===== config.mk =====
export PLATFORM = sky130hd
export DESIGN_NAME = parser_ng
export DESIGN_NICKNAME = d
export VERILOG_FILES = /design/src/rtl/parser_ng.sv
export SDC_FILE = /design/constraint.sdc
export NUM_CORES = 1
export LEC_CHECK = 0
export CORE_UTILIZATION = 50
export CTS_CLUSTER_SIZE = 12
export DETAILED_ROUTE_END_ITERATION = 8
export PLACE_DENSITY = 0.75
export REMOVE_ABC_BUFFERS = 1
export SLEW_MARGIN = 25
export SYNTH_ARGS = -nofsm -noshare
export SYNTH_HDL_FRONTEND = slang
export SYNTH_SLANG_ARGS = --single-unit

===== constraint.sdc =====
create_clock -name clk -period 10 [get_ports clk]
set_input_delay 1.5 -clock clk [delete_from_list [all_inputs] [get_ports clk]]
set_output_delay 1.5 -clock clk [all_outputs]
set_load 0.01 [all_outputs]

===== src/rtl/parser_ng.sv =====
// Table-driven header-chain parser: one header per PARSE cycle, ready_o k edges after launch for k headers.
// Start/ready handshake only; config writes are dropped (not stalled) while cfg_ready_o is low.
module parser_ng #(
  parameter int NUM_HDRS   = 4,
  parameter int TABLE_SIZE = 4,
  parameter int ADDR_W     = 32,
  parameter int HID_W      = 8
) (
  input  logic                       clk,
  input  logic                       rst,
  input  logic                       start_i,
  input  logic [ADDR_W-1:0]          pkt_addr_i,
  output logic                       mem_ce_o,
  output logic                       mem_we_o,
  output logic [ADDR_W-1:0]          mem_addr_o,
  output logic [3:0]                 mem_width_o,
  output logic [31:0]                mem_data_o,
  input  logic [31:0]                mem_data_i,
  input  logic                       cfg_we_i,
  input  logic                       cfg_sel_i,
  input  logic [HID_W-1:0]           cfg_hdr_i,
  input  logic [HID_W-1:0]           cfg_idx_i,
  input  logic [31:0]                cfg_data_i,
  output logic                       cfg_ready_o,
  output logic                       ready_o,
  output logic                       err_o,
  output logic [NUM_HDRS-1:0]        parsed_valid_o,
  output logic [NUM_HDRS*ADDR_W-1:0] parsed_hdrs_o
);

  localparam int IW = (NUM_HDRS > 1) ? $clog2(NUM_HDRS) : 1;
  localparam logic [7:0]       NH_8 = 8'(NUM_HDRS);
  localparam logic [HID_W-1:0] NH_H = HID_W'(NUM_HDRS);
  localparam logic [HID_W-1:0] TS_H = HID_W'(TABLE_SIZE);

  typedef enum logic [1:0] {FREE, PARSE, DONE} state_t;
  state_t state_q, state_d;

  logic [15:0]       hdr_len_q   [NUM_HDRS];
  logic [7:0]        tag_start_q [NUM_HDRS];
  logic [7:0]        tag_len_q   [NUM_HDRS];
  logic              ent_vld_q   [NUM_HDRS][TABLE_SIZE];
  logic [7:0]        ent_next_q  [NUM_HDRS][TABLE_SIZE];
  logic [15:0]       ent_tag_q   [NUM_HDRS][TABLE_SIZE];

  logic [ADDR_W-1:0] base_q;
  logic [IW-1:0]     cur_q;
  logic [NUM_HDRS-1:0] visited_q;
  logic [ADDR_W-1:0] slot_q [NUM_HDRS];

  logic [7:0]        cur_tl;
  logic [15:0]       tag;
  logic              hit;
  logic [7:0]        hit_id;
  logic [IW-1:0]     nxt;
  logic              id_ok;
  logic              advance;
  logic              loop_err;
  logic [ADDR_W-1:0] nb;
  logic              cfg_wr;

  logic unused_bits;
  assign unused_bits = ^{cfg_data_i[30:24], mem_data_i[15:0]};

  assign cfg_ready_o = (state_q != PARSE);
  assign mem_we_o    = 1'b0;
  assign mem_data_o  = 32'h0;
  assign cfg_wr      = cfg_we_i && cfg_ready_o && (cfg_hdr_i < NH_H) &&
                       (!cfg_sel_i || (cfg_idx_i < TS_H));

  for (genvar g = 0; g < NUM_HDRS; g++) begin : g_slot
    assign parsed_hdrs_o[(NUM_HDRS-1-g)*ADDR_W +: ADDR_W] = slot_q[g];
  end

  always_comb begin
    cur_tl   = tag_len_q[cur_q];
    tag      = 16'h0;
    hit      = 1'b0;
    hit_id   = 8'h0;
    if (cur_tl == 8'd1)
      tag = {8'h00, mem_data_i[31:24]};
    else if (cur_tl >= 8'd2)
      tag = mem_data_i[31:16];
    // Lowest-index matching entry wins.
    for (int j = 0; j < TABLE_SIZE; j++) begin
      if (!hit && ent_vld_q[cur_q][j] && (ent_tag_q[cur_q][j] == tag)) begin
        hit    = 1'b1;
        hit_id = ent_next_q[cur_q][j];
      end
    end
    nxt      = hit_id[IW-1:0];
    id_ok    = (hit_id < NH_8);
    advance  = (cur_tl != 8'd0) && hit && id_ok && !visited_q[nxt];
    loop_err = (cur_tl != 8'd0) && hit && !(id_ok && !visited_q[nxt]);
    nb       = base_q + ADDR_W'(hdr_len_q[cur_q]);
  end

  always_comb begin
    state_d = state_q;
    case (state_q)
      FREE:    if (start_i) state_d = PARSE;
      PARSE:   if (!advance) state_d = DONE;
      DONE:    if (!start_i) state_d = FREE;
      default: state_d = FREE;
    endcase
  end

  always_ff @(posedge clk) begin
    if (rst) begin
      state_q        <= FREE;
      mem_ce_o       <= 1'b0;
      mem_addr_o     <= '0;
      mem_width_o    <= 4'd0;
      ready_o        <= 1'b0;
      err_o          <= 1'b0;
      parsed_valid_o <= '0;
      base_q         <= '0;
      cur_q          <= '0;
      visited_q      <= '0;
      for (int i = 0; i < NUM_HDRS; i++) begin
        slot_q[i]      <= '1;
        hdr_len_q[i]   <= 16'd0;
        tag_start_q[i] <= 8'd0;
        tag_len_q[i]   <= 8'd0;
        for (int j = 0; j < TABLE_SIZE; j++) begin
          ent_vld_q[i][j]  <= 1'b0;
          ent_next_q[i][j] <= 8'd0;
          ent_tag_q[i][j]  <= 16'h0;
        end
      end
      // Default profile: Ethernet -> IPv4 on ethertype 0x0800.
      hdr_len_q[0]     <= 16'd14;
      tag_start_q[0]   <= 8'd12;
      tag_len_q[0]     <= 8'd2;
      ent_vld_q[0][0]  <= 1'b1;
      ent_next_q[0][0] <= 8'd1;
      ent_tag_q[0][0]  <= 16'h0800;
      hdr_len_q[1]     <= 16'd20;
      tag_start_q[1]   <= 8'd9;
      tag_len_q[1]     <= 8'd1;
    end else begin
      state_q <= state_d;
      if (cfg_wr) begin
        if (!cfg_sel_i) begin
          hdr_len_q[cfg_hdr_i[IW-1:0]]   <= cfg_data_i[31:16];
          tag_start_q[cfg_hdr_i[IW-1:0]] <= cfg_data_i[15:8];
          tag_len_q[cfg_hdr_i[IW-1:0]]   <= cfg_data_i[7:0];
        end else begin
          ent_vld_q[cfg_hdr_i[IW-1:0]][cfg_idx_i]  <= cfg_data_i[31];
          ent_next_q[cfg_hdr_i[IW-1:0]][cfg_idx_i] <= cfg_data_i[23:16];
          ent_tag_q[cfg_hdr_i[IW-1:0]][cfg_idx_i]  <= cfg_data_i[15:0];
        end
      end
      case (state_q)
        FREE: begin
          if (start_i) begin
            base_q         <= pkt_addr_i;
            cur_q          <= '0;
            visited_q      <= '0;
            parsed_valid_o <= '0;
            err_o          <= 1'b0;
            for (int i = 0; i < NUM_HDRS; i++) slot_q[i] <= '1;
            mem_addr_o     <= pkt_addr_i + ADDR_W'(tag_start_q[0]);
            mem_ce_o       <= (tag_len_q[0] != 8'd0);
            mem_width_o    <= 4'd4;
          end
        end
        PARSE: begin
          slot_q[cur_q]         <= base_q;
          parsed_valid_o[cur_q] <= 1'b1;
          visited_q[cur_q]      <= 1'b1;
          if (advance) begin
            cur_q      <= nxt;
            base_q     <= nb;
            mem_addr_o <= nb + ADDR_W'(tag_start_q[nxt]);
            mem_ce_o   <= (tag_len_q[nxt] != 8'd0);
          end else begin
            mem_ce_o <= 1'b0;
            ready_o  <= 1'b1;
            err_o    <= loop_err;
          end
        end
        DONE: begin
          if (!start_i) ready_o <= 1'b0;
        end
        default: ;
      endcase
    end
  end

endmodule

After elaboration in Yosys (flattened, before gate mapping)
Memory sizes are Yosys's and may differ from the RTL's. A register that Yosys moved wholly into a read port is not among the register bits.
Index checks and enable logic that the tools add are counted.
{"block": "totals", "register_bits": 80, "latchBits": 0, "ramBits": 656, "rom_bits": 0, "input_bits": 117, "n_memories": 7}
{"memory": "ent_tag_q", "words": 4, "word_bits": 64, "rd": 1, "rd_ports_with_merged_regs": 1, "write_ports": 4, "line_no": "44", "source": "logic [15:0] ent_tag_q [NUM_HDRS][TABLE_SIZE];"}
{"memory": "ent_next_q", "words": 4, "word_bits": 32, "rd": 1, "rd_ports_with_merged_regs": 1, "write_ports": 4, "line_no": "43", "source": "logic [7:0] ent_next_q [NUM_HDRS][TABLE_SIZE];"}
{"memory": "slot_q", "words": 4, "word_bits": 32, "rd": 4, "rd_ports_with_merged_regs": 0, "write_ports": 4, "line_no": "49", "source": "logic [ADDR_W-1:0] slot_q [NUM_HDRS];"}
{"memory": "hdr_len_q", "words": 4, "word_bits": 16, "rd": 1, "rd_ports_with_merged_regs": 1, "write_ports": 4, "line_no": "39", "source": "logic [15:0] hdr_len_q [NUM_HDRS];"}
{"memory": "tag_len_q", "words": 4, "word_bits": 8, "rd": 3, "rd_ports_with_merged_regs": 1, "write_ports": 4, "line_no": "41", "source": "logic [7:0] tag_len_q [NUM_HDRS];"}
{"memory": "tag_start_q", "words": 4, "word_bits": 8, "rd": 2, "rd_ports_with_merged_regs": 0, "write_ports": 4, "line_no": "40", "source": "logic [7:0] tag_start_q [NUM_HDRS];"}
{"memory": "+1 memories"}
{"block": "op_classes", "n_addsub": 3, "multipliers": 0, "div_mod_pow": 0, "n_lt_le_gt_ge": 9, "eq_ne": 12, "n_shift": 0, "n_mux": 108, "n_bitwise": 16, "reduce_logical": 43}
{"op": "32-bit two-way mux", "n": 12}
{"op": "64-bit two-way mux", "n": 3}
{"op": "32-bit one-hot mux with 2 select lines", "n": 2}
{"op": "16-bit two-way mux", "n": 7}
{"op": "8-bit two-way mux", "n": 12}
{"op": "32-bit by 8-bit adder with 32-bit output", "n": 2}
{"op": "16-bit equality test", "n": 4}
{"op": "32-bit OR reduction", "n": 2}
{"op": "64-bit OR reduction", "n": 1}
{"op": "2-bit two-way mux", "n": 22}
{"op": "1-bit two-way mux", "n": 34}
{"op": "32-bit by 16-bit adder with 32-bit output", "n": 1}
{"op": "16-bit demux with 2-bit select", "n": 1}
{"op": "8-bit by 3-bit < comparator with 1-bit output, second input constant", "n": 3}
{"op": "8-bit nonzero test", "n": 3}
{"op": "1-bit logical AND", "n": 17}
{"op": "8-bit demux with 2-bit select", "n": 1}
{"op": "4-bit two-way mux", "n": 4}
{"op": "4-bit one-hot mux with 2 select lines", "n": 2}
{"op": "16-bit OR reduction", "n": 1}
{"op": "8-bit OR reduction", "n": 2}
{"op": "1-bit OR", "n": 13}
{"op": "3-bit AND reduction", "n": 4}
{"op": "9-bit by 3-bit greater-or-equal comparator with 1-bit output, second input constant", "n": 1}
{"op": "other kinds (22)", "n": 37}

Longest topological paths before layout
Gate-level depths: netlist (run 1).
{"block": "depth", "ltp_word": 26, "depth_mapped": 32}

Least setup slack after synthesis (run 1)
No wires, ideal clock.
{"block": "synth_timing", "kind": "input -> register", "from": "input port mem_data_i[31]", "to": "register mem_addr_o[22]", "setup_time_ps": 116, "t_arrival_ps": 7009, "t_required_ps": 9884, "slack_ps": 2875, "cell_stages": 26, "path_buffers": 2, "path_cell_list": "buf_1 nand2_4 xnor2_1 nor4_1 a21oi_1 or4_4 or3b_4 a31o_2 nand2_1 buf_1 mux2i_1 mux2i_1 ha_1 a21o_1 a21oi_1 o21bai_1 a21oi_1 o21bai_1 a21oi_1 or3_1 nor3_1 inv_1 a31o_2 xnor2_1 a21oi_1 a31o_2"}
{"block": "synth_via", "elab_chain_len": 23, "elab_cells_between_ends": 37, "cone_classes": "1 x add/sub; 1 x order compare; 5 x eq/ne; 14 x mux; 15 x reduce/logical; 1 x memory"}
{"element": "from (decl)", "line_no": "18", "source": "input logic [31:0] mem_data_i,"}
{"element": "16-bit two-way mux", "line_no": "82", "source": "else if (cur_tl >= 8'd2)"}
{"element": "16-bit two-way mux *", "line_no": "80", "source": "if (cur_tl == 8'd1)"}
{"element": "parallel branches: the longest is 21 deep, another holds 16-bit equality test"}
{"element": "to (signal assigned)", "line_no": "163", "source": "mem_addr_o <= pkt_addr_i + ADDR_W'(tag_start_q[0]);"}
{"element": "to (signal assigned)", "line_no": "175", "source": "mem_addr_o <= nb + ADDR_W'(tag_start_q[nxt]);"}
{"element": "to (decl)", "line_no": "15", "source": "output logic [ADDR_W-1:0] mem_addr_o,"}
Mark *: on every way between the ends. The select of a mux whose other input is x is not followed.
A chain may end at the register's enable or synchronous reset.

==> impl_metrics.csv, run 1 <==
group,metric,value,unit
clocking,cts_resized,0,
timing,slew_headroom,25.2,%
clocking,cts_buffer_depth,3,
worst_hold_path,hp-class,"register to register",
clocking,h-tree-depth,3,
place,hpwl,66200,um
clocking,cts_tree,"done",
routing,ant_nets,0,
routing,firstDrtPassIters,5,
setup_path,reg2reg_slack,1.84,ns
power_and_ir_drop,power_leakage,14.9,nW
synthesis,seq_area_frac_synth,58.1,%
routing,drc_errors,0,
setup_path,setup.worst_path.start_class,"register",
timing,final.min_clock_period,8.16,ns
grt,grt_max_degree,68,
floorplanning,dieArea,74600,um^2
clocking,numCtsBuffers,79,
floorplanning,io_pins,322,
clocking,clkTransAtPathRegs,0.06,ns
setup_path,rr_worst_depth,26,
finish,areaGrowthSynthToFinish,16.2,%
synthesis,synth_top_cells_by_count,"655 x edfxtp_1, 524 x and2_1, 167 x clkbuf_1",
timing,skew,0.0296,ns
floorplanning,fp-row-count,99,
setup_path,cp.arrival,8.67,ns
clocking,clkSinkCount,738,
clocking,post-cts-setup-buffer-count,0,
clocking,cts-root-buf,"clkbuf_16",
routing,vias_per_cell,5.92,
synthesis,netlist.area_leader.share,53.5,%
finish,fin_nets,3314,
setup_path,critPathKind,"register to register",
synthesis,ys_ff_latch,738,
timing,worstMarginPinSlew,1.12,ns
timing,hold_violations,0,
synthesis,synth_cells,2970,
routing,wl_per_cell,24.1,um
grt,overflow,0,
routing,wl,101000,um
timing,fmax,0.122,GHz
power_and_ir_drop,pwr_density_cell,164,nW/um^2
timing,tns,0,ns
synthesis,syn-cell-area,36700,um^2
grt,grt_pass1_wl,151000,um
synthesis,avgSynthCellArea,12.4,um^2
floorplanning,start_util,50.4,%
grt,grt_use_total,27.1,%
timing,rsz0062_at_grt,"no",
floorplanning,die_w,273,um
synthesis,yosys_warnings,0,
synthesis,synth-edff-count,655,
synthesis,yosys_most_used_dff,"edfxtp_1",
clocking,clk_latency,0.64,ns
place,numPortBuffers,269,
routing,num_vias,24773,
timing,drv_slew,0,
synthesis,yosysTopAreaCell,"edfxtp_1",
synthesis,yosysUniqueCellTypes,90,
synthesis,synth.most_common_cell,"edfxtp_1",
flow_run,cap_violations,0,
synthesis,netlist_top_cells_area,"edfxtp_1 54%, and2_1 8.9%, mux4_2 5.6%",
run_status,status,"finished, final reports clean",
setup_path,endpoint_kind,"register",
finish,final_util,58.6,%
grt,grt_antenna_before_repair,2,
grt,first_global_vias,24423,
clocking,cts_hold_buf,0,
place,place.gp.congestion,0.914,
timing,finalSetupViolations,0,
finish,drive_gt1_share,12.9,%
power_and_ir_drop,peakVddDrop,0.000141,V
floorplanning,die-height,273,um
routing,drtIter0Drc,2268,
timing,post-route-period-util,81.6,%
synthesis,async_flop_share,0,%
worst_hold_path,hold-path-cell-count,2,
setup_path,worst_ep_required_time,10.51,ns
setup_path,crit_path_max_fanout,38,
floorplanning,core_region_area,72800,um^2
==> worst paths after layout <==
| kind | end | start |
|---|---|---|
| hold / removal | parsed_valid_o[1]$_SDFFE_PP0P_ | parsed_valid_o[1]$_SDFFE_PP0P_ |
| setup reg to reg | mem_addr_o[31]$_SDFFE_PP0N_ | register |
| hold reg to reg | parsed_valid_o[1]$_SDFFE_PP0P_ | parsed_valid_o[1]$_SDFFE_PP0P_ |
| setup / recovery | mem_addr_o[31]$_SDFFE_PP0N_ | register |
==> logic make-up (layout without fill, tap and decap cells) <==
| kind of cell | Yosys count | in the layout | share of synthesized area (%) |
|---|---|---|---|
| other | 1 | 37 | 0.0102 |
| adders and majority gates | 35 | 35 | 1.25 |
| xor gates and xnor gates | 124 | 124 | 2.96 |
| DFF | 738 | 738 | 58.1 |
| and+or+nand+nor | 1204 | 1204 | 18.7 |
| AOI/OAI and AO/OA | 405 | 405 | 7.71 |
| muxes | 161 | 161 | 7.57 |
| buffers and inverters | 302 | 519 | 3.70 |
==> registers in the layout, summed over array words and instances, names as in the netlist, 4 cells and up, named ones only <==
register and count:
ent_tag_q 256, slot_q 128, parsed_valid_o 4, tag_len_q 32, base_q 32, mem_addr_o 32
visited_q 4, hdr_len_q 64, ent_vld_q 16, tag_start_q 32, ent_next_q 128
==> worst max-delay path: stages (launching register included) <==
cell and delay [ns]:
dfxtp_4 0.81, buf_4 0.48, buf_4 0.42, nand2_1 0.11, o2bb2ai_1 0.56, nand2b_1 0.19, mux2i_1 0.08, nand3b_1 0.20
or4_4 0.59, or3b_4 0.45, a31o_2 0.26, nand2_1 0.57, mux2i_1 0.26, mux2i_1 0.15, ha_1 0.31, a21o_1 0.11
a21oi_1 0.09, o21bai_1 0.14, a21oi_1 0.11, o21bai_1 0.20, a31o_2 0.21, nand4_1 0.21, nor2_1 0.50, nor4bb_1 0.42
xnor2_1 0.16, o21ai_0 0.09, a31o_2 0.27
==> layer usage <==
| layer | part of all wire (%) | wire length (um) | vias up | global-route usage [%] |
|---|---|---|---|---|
| li1 | - | - | 11157 | - |
| met1 | 40 | 40100 | 12286 | 35.2 |
| met2 | 48 | 48900 | 1135 | 45.3 |
| met3 | 8.3 | 8390 | 195 | 4.69 |
| met4 | 3.5 | 3530 | 0 | 10.8 |
| met5 | 0 | 0 | - | 0 |
==> power breakdown <==
part | total (mW) | internal (mW) | switching, mW
clock network | 2.87 | 1.67 | 1.20
registers | 3.50 | 3.45 | 0.0550
logic | 0.626 | 0.234 | 0.392
==> metrics by stage <==
stage	worst slack, ns	hold WS, ns	instances	total power, mW	instance area (um^2)
after global routing	1.20	0.482	4181	7.21	42700
final	1.84	0.456	4182	7.00	42700
after CTS	1.80	0.463	4180	7.03	42700
after detailed placement	1.34	0.455	4039	4.19	40200
after floorplan	-0.554	0.427	2753	3.90	35700
after global placement	1.42	0.448	4039	4.17	40200
==> area by class of cell <==
class | count | area (um^2)
Sequential cell | 738 | 21300
Tap cell | 959 | 1200
Inverter | 50 | 188
Clock inverter | 27 | 318
Multi-Input combinational cell | 1965 | 14300
Clock buffer | 114 | 2200
Antenna cell | 1 | 2.50
Fill cell | 5734 | 30100
Timing Repair Buffer | 328 | 3110
==> cell usage in the layout, fill, tap and decap left out, types with 19 or more instances in the layout <==
master | netlist | final
a211oi_1 | 30 | 30
a21oi_1 | 83 | 83
and2_1 | 524 | 523
and3_1 | 25 | 25
buf_4 | 38 | 58
clkbuf_1 | 167 | 29
clkbuf_16 | 0 | 82
clkdlybuf4s50_1 | 0 | 263
conb_1 | 1 | 36
dfxtp_1 | 83 | 81
edfxtp_1 | 655 | 655
ha_1 | 32 | 32
inv_1 | 48 | 47
mux2i_1 | 55 | 55
mux4_2 | 92 | 92
nand2_1 | 140 | 140
nand2b_1 | 85 | 84
nand3_1 | 55 | 55
nand4_1 | 19 | 19
nor2_1 | 120 | 111
nor3_1 | 45 | 41
nor4_1 | 35 | 33
o21ai_0 | 74 | 62
or2_2 | 75 | 75
or3_1 | 20 | 20
xnor2_1 | 91 | 91
xor2_1 | 33 | 33
(Power assumes the default switching activity.)
==> run 2, diff against run 1 <==
clock period = 7.6 ns   (was 10 ns; I/O delays follow)
==> run 2 against run 1 <==
Net effect: clock power is 27% higher; final area is 0.56% higher; die area did not move; first-iteration DRC count rose by 7.6%; maximum frequency up 15%; combinational power grew 35%; largest power group unchanged; flip-flop and latch count stayed put.
==> impl_metrics.csv, run 2 (same netlist as run 1, synthesis figures left out) <==
group,metric,value,unit
timing,fmax,0.140,GHz
finish,final_cell_area,42900,um^2
power_and_ir_drop,peakVddDrop,0.000166,V
grt,grt_max_degree,68,
grt,grt_antenna_before_repair,5,
clocking,cts_tree,"done",
place,place_inst,4085,
setup_path,rr_worst_depth,29,
setup_path,critPathKind,"register to register",
flow_run,cap_violations,0,
floorplanning,fp-row-count,99,
worst_hold_path,hp-class,"register to register",
grt,overflow,0,
power_and_ir_drop,power_leakage,15.1,nW
routing,wl,103000,um
finish,drive_gt1_share,13.9,%
floorplanning,core_region_area,72800,um^2
finish,final_cell_mix,"655 x edfxtp_1, 523 x and2_1, 262 x clkdlybuf4s50_1",
routing,ant_nets,0,
timing,setup_ws,0.480,ns
setup_path,cp_common_cell,"a21oi_1",
power_and_ir_drop,total_power,9.10,mW
grt,grt_pass1_wl,152000,um
timing,final.min_clock_period,7.12,ns
routing,firstDrtPassIters,8,
clocking,cts_hold_buf,0,
worst_hold_path,hold-path-cell-count,2,
routing,drc_errors,0,
finish,reg_top3,"ent_tag_q: 256 flops, ent_next_q: 128 flops, slot_q: 128 flops",
timing,post-route-period-util,93.7,%
routing,num_vias,25214,
clocking,clkSinkCount,738,
routing,vias_per_cell,5.97,
place,hpwl,68500,um
timing,hold_violations,0,
place,numPortBuffers,269,
floorplanning,start_util,50.4,%
clocking,cts_buffer_depth,3,
timing,worstMarginPinSlew,1.09,ns
run_status,status,"finished, final reports clean",
timing,slew_headroom,27.1,%
floorplanning,dieArea,74600,um^2
finish,final_common_cell,"edfxtp_1",
timing,rsz0062_at_grt,"no",
place,place.gp.congestion,0.934,
floorplanning,io_pins,322,
finish,largest_reg_flops,256,
clocking,clk_latency,0.64,ns
clocking,clkTransAtPathRegs,0.06,ns
power_and_ir_drop,pwr_density_cell,212,nW/um^2
setup_path,slowest_delay,0.59,ns
finish,final_cells,4226,
setup_path,crit_path_max_fanout,27,
finish,areaGrowthSynthToFinish,16.9,%
clocking,cts-root-buf,"clkbuf_16",
clocking,h-tree-depth,3,
setup_path,cp.arrival,7.64,ns
setup_path,cpMaxStageDelayCell,"dfxtp_4",
clocking,numCtsBuffers,78,
routing,wl_per_cell,24.4,um
grt,grt_use_total,27.4,%
floorplanning,die_w,273,um
place,dpl-instance-area,40500,um^2
timing,finalSetupViolations,0,
floorplanning,die-height,273,um
grt,first_global_vias,24510,
timing,tns,0,ns
place,pre_cts_slack,0.0259,ns
setup_path,endpoint_kind,"register",
timing,drv_slew,0,
finish,regMostFlops,"ent_tag_q",
finish,fin_nets,3359,
setup_path,setup.worst_path.start_class,"register",
finish,fillers,5673,
routing,drtIter0Drc,2440,
setup_path,worst_ep_required_time,8.12,ns
timing,skew,0.0338,ns
[run 2: changes by cell type in the layout (fill, tap and decap cells not counted), sizes merged]
cell,delta
buf,+47
bufinv,-3
clkdlybuf4s50,-1
clkinv,-4
diode,+3
inv,+2
[run 2: through the flow]
step | hold slack, ns | utilization (%)
3_5_place_dp | 0.458 | 55.7
6_report | 0.462 | 59.0
4_1_cts | 0.467 | 58.9
3_3_place_gp | 0.446 | 55.7
2_1_floorplan | 0.427 | -
5_1_grt | 0.486 | 58.9
[run 2: layout make-up]
type                            instances  area (um^2)  area share, %
Sequential cell                       738        21300           49.7
Multi-Input combinational cell       1965        14300           33.3
Timing Repair Buffer                  374         3510           8.17
Clock buffer                          114         2160           5.03
Tap cell                              959         1200           2.79
Clock inverter                         22          233          0.542
Inverter                               50          188          0.437
Antenna cell                            4         10.0         0.0233
[run 2: metal layers]
metal | up-vias | global-route usage, % | wire length (um)
met3 | 185 | 4.10 | 8670
met2 | 1241 | 45.9 | 50200
li1 | 11239 | - | -
met5 | - | 0 | 0
met1 | 12549 | 35.9 | 40700
met4 | 0 | 10.8 | 3550
[run 2: power breakdown]
group / switching (mW) / total, mW / internal [mW]
Clock: 1.58 / 3.64 / 2.05
Sequential: 0.0754 / 4.61 / 4.53
Combinational: 0.522 / 0.848 / 0.326
Total: 2.18 / 9.10 / 6.92
[run 2: timing repair]
action	CTS	global route
buffers inserted	0	1
setup endpoints to repair	0	7
resized for setup	0	1
endpoints found under the hold margin	0	0
[run 2: worst paths after layout]
check                                           from                     endpoint  slack (ns)
worst max-delay path                        register  mem_addr_o[22]$_SDFFE_PP0N_        0.48
worst min-delay path            ready_o$_SDFFE_PP0P_         ready_o$_SDFFE_PP0P_        0.46
worst max register to register              register  mem_addr_o[22]$_SDFFE_PP0N_        0.48
worst min register to register  ready_o$_SDFFE_PP0P_         ready_o$_SDFFE_PP0P_        0.46
[run 2: worst max-delay path, delay by kind of cell, from the launching register on]
kind | cells | cell delay [ns]
adder cells (fa/ha/maj) | 1 | 0.27
AO/OA/AOI/OAI | 10 | 1.48
flip-flops | 1 | 0.59
buffers and inverters | 5 | 1.21
AND/OR/NAND/NOR | 8 | 2.42
multiplexers | 3 | 0.61
XOR/XNOR | 2 | 0.37
